## src/rtl/mode_counter_pkg.sv

```systemverilog
// Shared types and defaults for the mode_counter block: mode encoding,
// PINGPONG direction state and ONESHOT run state.
package mode_counter_pkg;

  localparam int DEFAULT_WIDTH = 8;
  localparam int DEFAULT_PRE_W = 4;

  typedef enum logic [1:0] {
    MODE_UP       = 2'd0,
    MODE_DOWN     = 2'd1,
    MODE_PINGPONG = 2'd2,
    MODE_ONESHOT  = 2'd3
  } mode_e;

  typedef enum logic {
    DIR_UPW = 1'b0,
    DIR_DNW = 1'b1
  } dir_state_e;

  typedef enum logic {
    OS_RUN  = 1'b0,
    OS_HALT = 1'b1
  } os_state_e;

endpackage

```

## src/rtl/mode_counter_prescaler.sv

```systemverilog
// Enable-gated prescaler: tick fires on the enabled cycle where the internal
// count matches prescale, then the count restarts from zero.
module mode_counter_prescaler
  import mode_counter_pkg::*;
#(
  parameter int PRE_W = DEFAULT_PRE_W
) (
  input  logic             clk,
  input  logic             rst_n,
  input  logic             en,
  input  logic [PRE_W-1:0] prescale,
  input  logic             clear,
  output logic             tick
);

  logic [PRE_W-1:0] r_cnt;
  logic             w_hit;

  assign w_hit = (r_cnt == prescale);
  assign tick  = en && w_hit;

  // NOTE: reset is sampled on the clock edge only, so rst_n stays out of the
  // sensitivity list; state uses <= so every flop sees pre-edge values.
  always_ff @(posedge clk) begin
    if (!rst_n) begin
      r_cnt <= '0;
    end else if (clear) begin
      r_cnt <= '0;
    end else if (en) begin
      r_cnt <= w_hit ? '0 : r_cnt + 1'b1;
    end
  end

endmodule

```

## src/rtl/mode_counter.sv

```systemverilog
// Multi-mode counter (UP / DOWN / PINGPONG / ONESHOT) with load, inclusive
// limit, prescaled ticks and registered count, tc, dir and done outputs.
module mode_counter
  import mode_counter_pkg::*;
#(
  parameter int WIDTH = DEFAULT_WIDTH,
  parameter int PRE_W = DEFAULT_PRE_W
) (
  input  logic             clk,
  input  logic             rst_n,
  input  logic             en,
  input  logic [1:0]       mode,
  input  logic             load,
  input  logic [WIDTH-1:0] load_val,
  input  logic [WIDTH-1:0] limit,
  input  logic [PRE_W-1:0] prescale,
  output logic [WIDTH-1:0] count,
  output logic             tc,
  output logic             dir,
  output logic             done
);

  mode_e            w_mode;
  logic             w_tick;
  dir_state_e       r_dir_st, w_dir_st_nxt;
  os_state_e        r_os_st, w_os_st_nxt;
  logic [WIDTH-1:0] r_count, w_count_nxt;
  logic             r_tc, w_tc_nxt;
  logic             r_dir, w_dir_nxt;
  logic             r_done, w_done_nxt;
  logic [WIDTH-1:0] w_count_inc, w_count_dec, w_lim_m1, w_turn_up;
  logic             w_at_top, w_at_zero, w_os_term;

  assign w_mode      = mode_e'(mode);
  assign w_count_inc = r_count + 1'b1;
  assign w_count_dec = r_count - 1'b1;
  assign w_at_top    = (r_count >= limit);
  assign w_at_zero   = (r_count == '0);
  // PINGPONG turn-around targets collapse to 0 when the range is a single value.
  assign w_lim_m1    = (limit == '0) ? '0 : limit - 1'b1;
  assign w_turn_up   = (limit == '0) ? '0 : WIDTH'(1);
  assign w_os_term   = w_at_top || (w_count_inc == limit);

  mode_counter_prescaler #(.PRE_W(PRE_W)) u_prescaler (
    .clk      (clk),
    .rst_n    (rst_n),
    .en       (en),
    .prescale (prescale),
    .clear    (load),
    .tick     (w_tick)
  );

  always_ff @(posedge clk) begin
    if (!rst_n) begin
      r_dir_st <= DIR_UPW;
      r_os_st  <= OS_RUN;
      r_count  <= '0;
      r_tc     <= 1'b0;
      r_dir    <= 1'b0;
      r_done   <= 1'b0;
    end else begin
      r_dir_st <= w_dir_st_nxt;
      r_os_st  <= w_os_st_nxt;
      r_count  <= w_count_nxt;
      r_tc     <= w_tc_nxt;
      r_dir    <= w_dir_nxt;
      r_done   <= w_done_nxt;
    end
  end

  always_comb begin
    // NOTE: every output of this block gets a default first, so no path can
    // leave one unassigned and infer a latch.
    w_dir_st_nxt = r_dir_st;
    w_os_st_nxt  = r_os_st;
    if (load) begin
      w_os_st_nxt = OS_RUN;
    end else begin
      if (w_mode != MODE_PINGPONG) w_dir_st_nxt = DIR_UPW;
      if (w_mode != MODE_ONESHOT)  w_os_st_nxt  = OS_RUN;
      if (w_tick) begin
        case (w_mode)
          MODE_PINGPONG: begin
            if (r_dir_st == DIR_UPW) begin
              if (w_at_top) w_dir_st_nxt = DIR_DNW;
            end else if (w_at_zero) begin
              w_dir_st_nxt = DIR_UPW;
            end
          end
          MODE_ONESHOT: begin
            if (r_os_st == OS_RUN && w_os_term) w_os_st_nxt = OS_HALT;
          end
          default: ;
        endcase
      end
    end
  end

  always_comb begin
    w_count_nxt = r_count;
    w_tc_nxt    = 1'b0;
    w_done_nxt  = r_done;
    w_dir_nxt   = r_dir;
    if (load) begin
      w_count_nxt = load_val;
      w_done_nxt  = 1'b0;
    end else begin
      if (w_mode != MODE_ONESHOT) w_done_nxt = 1'b0;
      w_dir_nxt = (w_mode == MODE_PINGPONG) ? (w_dir_st_nxt == DIR_DNW)
                                            : (w_mode == MODE_DOWN);
      if (w_tick) begin
        case (w_mode)
          MODE_UP: begin
            if (w_at_top) begin
              w_count_nxt = '0;
              w_tc_nxt    = 1'b1;
            end else begin
              w_count_nxt = w_count_inc;
            end
          end
          MODE_DOWN: begin
            if (w_at_zero) begin
              w_count_nxt = limit;
              w_tc_nxt    = 1'b1;
            end else if (r_count > limit) begin
              w_count_nxt = limit;
            end else begin
              w_count_nxt = w_count_dec;
            end
          end
          MODE_PINGPONG: begin
            if (r_dir_st == DIR_UPW) begin
              w_count_nxt = w_at_top ? w_lim_m1 : w_count_inc;
              w_tc_nxt    = w_at_top;
            end else begin
              w_count_nxt = w_at_zero ? w_turn_up : w_count_dec;
              w_tc_nxt    = w_at_zero;
            end
          end
          MODE_ONESHOT: begin
            if (r_os_st == OS_RUN) begin
              if (w_os_term) begin
                w_count_nxt = limit;
                w_tc_nxt    = 1'b1;
                w_done_nxt  = 1'b1;
              end else begin
                w_count_nxt = w_count_inc;
              end
            end
          end
          default: ;
        endcase
      end
    end
  end

  assign count = r_count;
  assign tc    = r_tc;
  assign dir   = r_dir;
  assign done  = r_done;

endmodule

```

## config.mk

```make
export PLATFORM = sky130hd
export DESIGN_NAME = mode_counter
export DESIGN_NICKNAME = d
export VERILOG_FILES = /design/src/rtl/mode_counter_pkg.sv /design/src/rtl/mode_counter_prescaler.sv /design/src/rtl/mode_counter.sv
export SDC_FILE = /design/constraint.sdc
export NUM_CORES = 1
export LEC_CHECK = 0
export BUFFER_PORTS_ARGS = -buffer_cell sky130_fd_sc_hd__buf_2
export CORE_ASPECT_RATIO = 0.7
export CORE_MARGIN = 4
export CORE_UTILIZATION = 53
export CTS_BUF_LIST = sky130_fd_sc_hd__clkbuf_8
export CTS_CLUSTER_DIAMETER = 40
export DETAILED_ROUTE_END_ITERATION = 6
export GPL_ROUTABILITY_DRIVEN = 0
export MAX_ROUTING_LAYER = met4
export PLACE_DENSITY = 0.83
export SLEW_MARGIN = 20
export SYNTH_ARGS = -nofsm -noshare
export SYNTH_HDL_FRONTEND = slang
export SYNTH_HIERARCHICAL = 1
export SYNTH_SLANG_ARGS = --single-unit
```

## constraint.sdc

```tcl
create_clock -name clk -period 7.1 [get_ports clk]
set_clock_uncertainty 0.05 [all_clocks]
set_input_delay 0.71 -clock clk [delete_from_list [all_inputs] [get_ports clk]]
set_output_delay 0.71 -clock clk [all_outputs]
set_load 0.1 [all_outputs]
```

==> flow_results.org <==
** Outcome
- The flow ran to the end, but the final reports show violations.
- The final reports fail on DRC.

** CTS
- The tree is rooted in a sky130_fd_sc_hd__clkbuf_8.
- Buffers inserted during clock tree synthesis total 3.
- Post-CTS timing repair inserted 0 buffers for setup.
- For this design, the sink count on the clock tree is 17.
- TritonCTS built the clock tree.
- Clock Pin Slew Worst Setup and Hold Paths :: ~70 ps
- In this run, post-CTS repair resized a total of 0 instances.
- Clock Latency Late Sink :: roughly 250 ps
- Cts hold-fix bufs :: 0
- In this run the number of H-tree levels came out at 1.
- The clock passes through at most 2 buffers.

** Floorplan
- After floorplanning, the core was sized to cover between 3000 and 4000 µm².
- The die covers 5248 µm².
- Chip height :: 61.82 µm
- Initial Utilization :: about 56%
- Ports :: 37
- The die is 84.89 µm wide.
- Placement row count :: 19

** Route
- The highest layer touched by signal routing is met4.
- Total met3 wirelength after detailed routing :: 865 µm
- In the routed layout, each cell is associated on average with a via count of between 6 and 7.
- The detailed router put a total of ~3 mm of wire on met1.
- Vias :: approximately 2.5k
- # DRC :: 3
- Length of routed met2 wiring :: 2.969 mm
- After detailed routing, the total wire length is approximately 7.1 mm.
- The detailed router finished its first iteration with 367 violations.
- In the final routed layout, each cell accounts on average for between 15 and 20 µm.
- Number of search-and-repair iterations in the first detailed-routing pass :: 7
- Post-DRT Antenna Nets :: 0

** Synth
- Dominant synthesized flop cell :: sky130_fd_sc_hd__dfxtp_1
- Yosys warns :: 6
- Largest cells by area after synthesis :: sky130_fd_sc_hd__dfxtp_1, sky130_fd_sc_hd__ha_1, sky130_fd_sc_hd__xnor2_1, sky130_fd_sc_hd__nand2_1, sky130_fd_sc_hd__a21oi_1
- Net Count, Synth :: about 340
- The synthesized netlist contains 58 unique library cells.
- Combined area of all synthesized cells :: 2193 µm²
- Cell types with the highest counts after synthesis :: sky130_fd_sc_hd__nand2_1, sky130_fd_sc_hd__a21oi_1, sky130_fd_sc_hd__inv_1, sky130_fd_sc_hd__xnor2_1, sky130_fd_sc_hd__dfxtp_1
- EDFF count, synth :: 0
- After synthesis, the mean cell area works out to between 7 and 8 µm².
- Post-synthesis cell count :: approximately 300
- Sequential cell area fraction in the yosys report :: about 16%
- Synthesis-stage register bit count :: 17
- The largest total area in the synthesized netlist belongs to sky130_fd_sc_hd__dfxtp_1.
- Async set or reset register ratio after synthesis :: 0%
- Among all cell types in the netlist, the one instantiated most often is sky130_fd_sc_hd__nand2_1.
- After synthesis, the largest area contributor takes up roughly 16% of total cell area.

** Layout
- Final design area excluding fillers :: between 2000 and 2500 µm²
- Share of layout cells above drive strength 1 :: between 10% and 20%
- Cells fill between 60% and 70% of the core in the end.
- The repair_antennas step left the layout with diodes totalling 0.
- Layout-stage area growth over the synthesis result :: 9.298%
- Final net count :: around 360

** Setup path
- In this run the critical register-to-register path is launched from count[3].
- Crit end category :: register
- Crit start category :: register
- STA puts the critical path data arrival time at between 3000 and 4000 ps.
- In this run the register-to-register setup slack is between 4000 and 5000 ps.
- Critical register-to-register path endpoint :: count[4]
- By startpoint and endpoint, the worst setup path is classified as register to register.
- Maximum fanout along the worst path :: 12
- The worst register-to-register path has a depth of 7.
- CP Launch Point :: count[3]
- Data on the critical path is required at its endpoint by approximately 7200 ps.
- The critical path ends at count[4].

** Timing
- Total negative slack for setup checks :: 0 ps
- Relative max-transition margin :: around 34%
- At the pin with the least slew margin, the transition time is 987.6 ps.
- The final count of hold timing violations was 0.
- Post-route worst setup slack :: roughly 4000 ps
- The final-report max-slew violation count was 0.
- Setup repair after global routing left no endpoint under its margin.
- Number of endpoints failing setup at the final stage :: 0
- After layout, the minimum clock period comes to around 3100 ps.
- Fmax :: around 0.32 GHz
- The final critical path takes up a little over two fifths of the cycle.

** Global routing
- The initial antenna violation count was 0.
- GRT Overall Usage :: 27.74%
- The number of global-route vias before repair was roughly 2.3k.
- GR Overflow Total :: 0
- Pin count of the biggest net entering global routing :: 16
- First-pass GRT wire length :: between 10 and 15 mm

** Job
- Max-capacitance violation count :: 0

** Power and ir drop
- Peak VDD IR :: 0.1075 mV
- Cell Pwr Density :: about 160 nW/µm²
- Pwr Total :: about 0.0004 W
- Leakage power figure :: approximately 0.91 nW

** Placement
- The count of buffers added on input and output ports is 36.
- Area after detailed placement :: 2352 µm²
- Once detailed placement completed, the half-perimeter wirelength came to between 5 and 6 mm.
- At the placement stage, the worst setup path has a slack of between 3000 and 4000 ps.

** Hold path
- Worst hold-check path type :: register to register
-- logic make-up after synthesis --
group / after synthesis / synth area share (%)
and+or+nand+nor: 108 / 27.72
DFF: 17 / 15.52
AOI/OAI and AO/OA: 88 / 28.07
adders and majority gates: 14 / 7.986
buffers and inverters: 36 / 7.188
muxes: 2 / 0.9128
xor gates and xnor gates: 30 / 12.61
-- how the worst min path moves through the flow --
stage	start	end	slack, ps	cells past startpoint
floorplan	r_os_st	r_os_st	410	2
global placement	done	done	410	2
detailed placement	done	done	420	2
CTS	done	done	430	2
global route	done	done	450	2
finish	done	done	430	2
-- cell usage in the layout (no fill, tap or decap), drive strengths merged, types with 3 or more instances in the layout --
cell type / count
a211oi: 5
nand4: 6
nor2: 15
nor3: 8
nor2b: 4
nand3: 11
xnor2: 19
inv: 20
o221ai: 5
o21a: 6
a211o: 3
xor2: 10
a2111oi: 6
nand2: 27
nand2b: 6
and2: 5
o21ai: 15
buf: 36
ha: 14
a221oi: 4
o41ai: 4
or3: 5
clkbuf: 3
nor4: 8
a21oi: 19
dfxtp: 17
o211ai: 6
-- layout make-up --
cell class                      count  area, µm²
Multi-Input combinational cell    242       1695
Tap cell                           52      65.06
Inverter                           19      71.32
Clock inverter                      1      3.754
Clock buffer                        3      41.29
Fill cell                         401       1549
Sequential cell                    17      340.3
Timing Repair Buffer               36      180.2
-- worst max-delay path: stages (launching register included) --
cell	delay, ps
sky130_fd_sc_hd__dfxtp_1	700
sky130_fd_sc_hd__nand4_1	310
sky130_fd_sc_hd__o21a_1	260
sky130_fd_sc_hd__o211ai_1	370
sky130_fd_sc_hd__nor2_1	160
sky130_fd_sc_hd__a32o_1	390
sky130_fd_sc_hd__a2111oi_0	510
sky130_fd_sc_hd__o221ai_1	200
-- per-layer routing --
layer / up-vias / GRT usage (%)
met5: - / -
met4: 0 / 8.578
met3: 36 / 6.061
met2: 172 / 41.14
met1: 1134 / 37.93
li1: 1146 / -
-- per-stage QoR --
stage / cells / hold WS (ps)
after floorplan: 295 / 412.0
after global placement: 366 / 408.9
after detailed placement: 366 / 423.3
after CTS: 370 / 432.1
after global routing: 370 / 453.5
final: 370 / 430.3
-- flip-flops by register name, summed over array words and instances, names as in the netlist --
signal / count
count: 8
dir: 1
done: 1
r_dir_st: 1
r_os_st: 1
tc: 1
u_prescaler/r_cnt: 4
-- power by group --
group          internal, W  switching (W)  leakage, nW
Combinational    0.0000654       0.000130        0.742
Clock            0.0000384      0.0000337       0.0269
Sequential        0.000101      0.0000200        0.139
Total             0.000205       0.000184        0.908
Power figures use the tool's default switching activity.
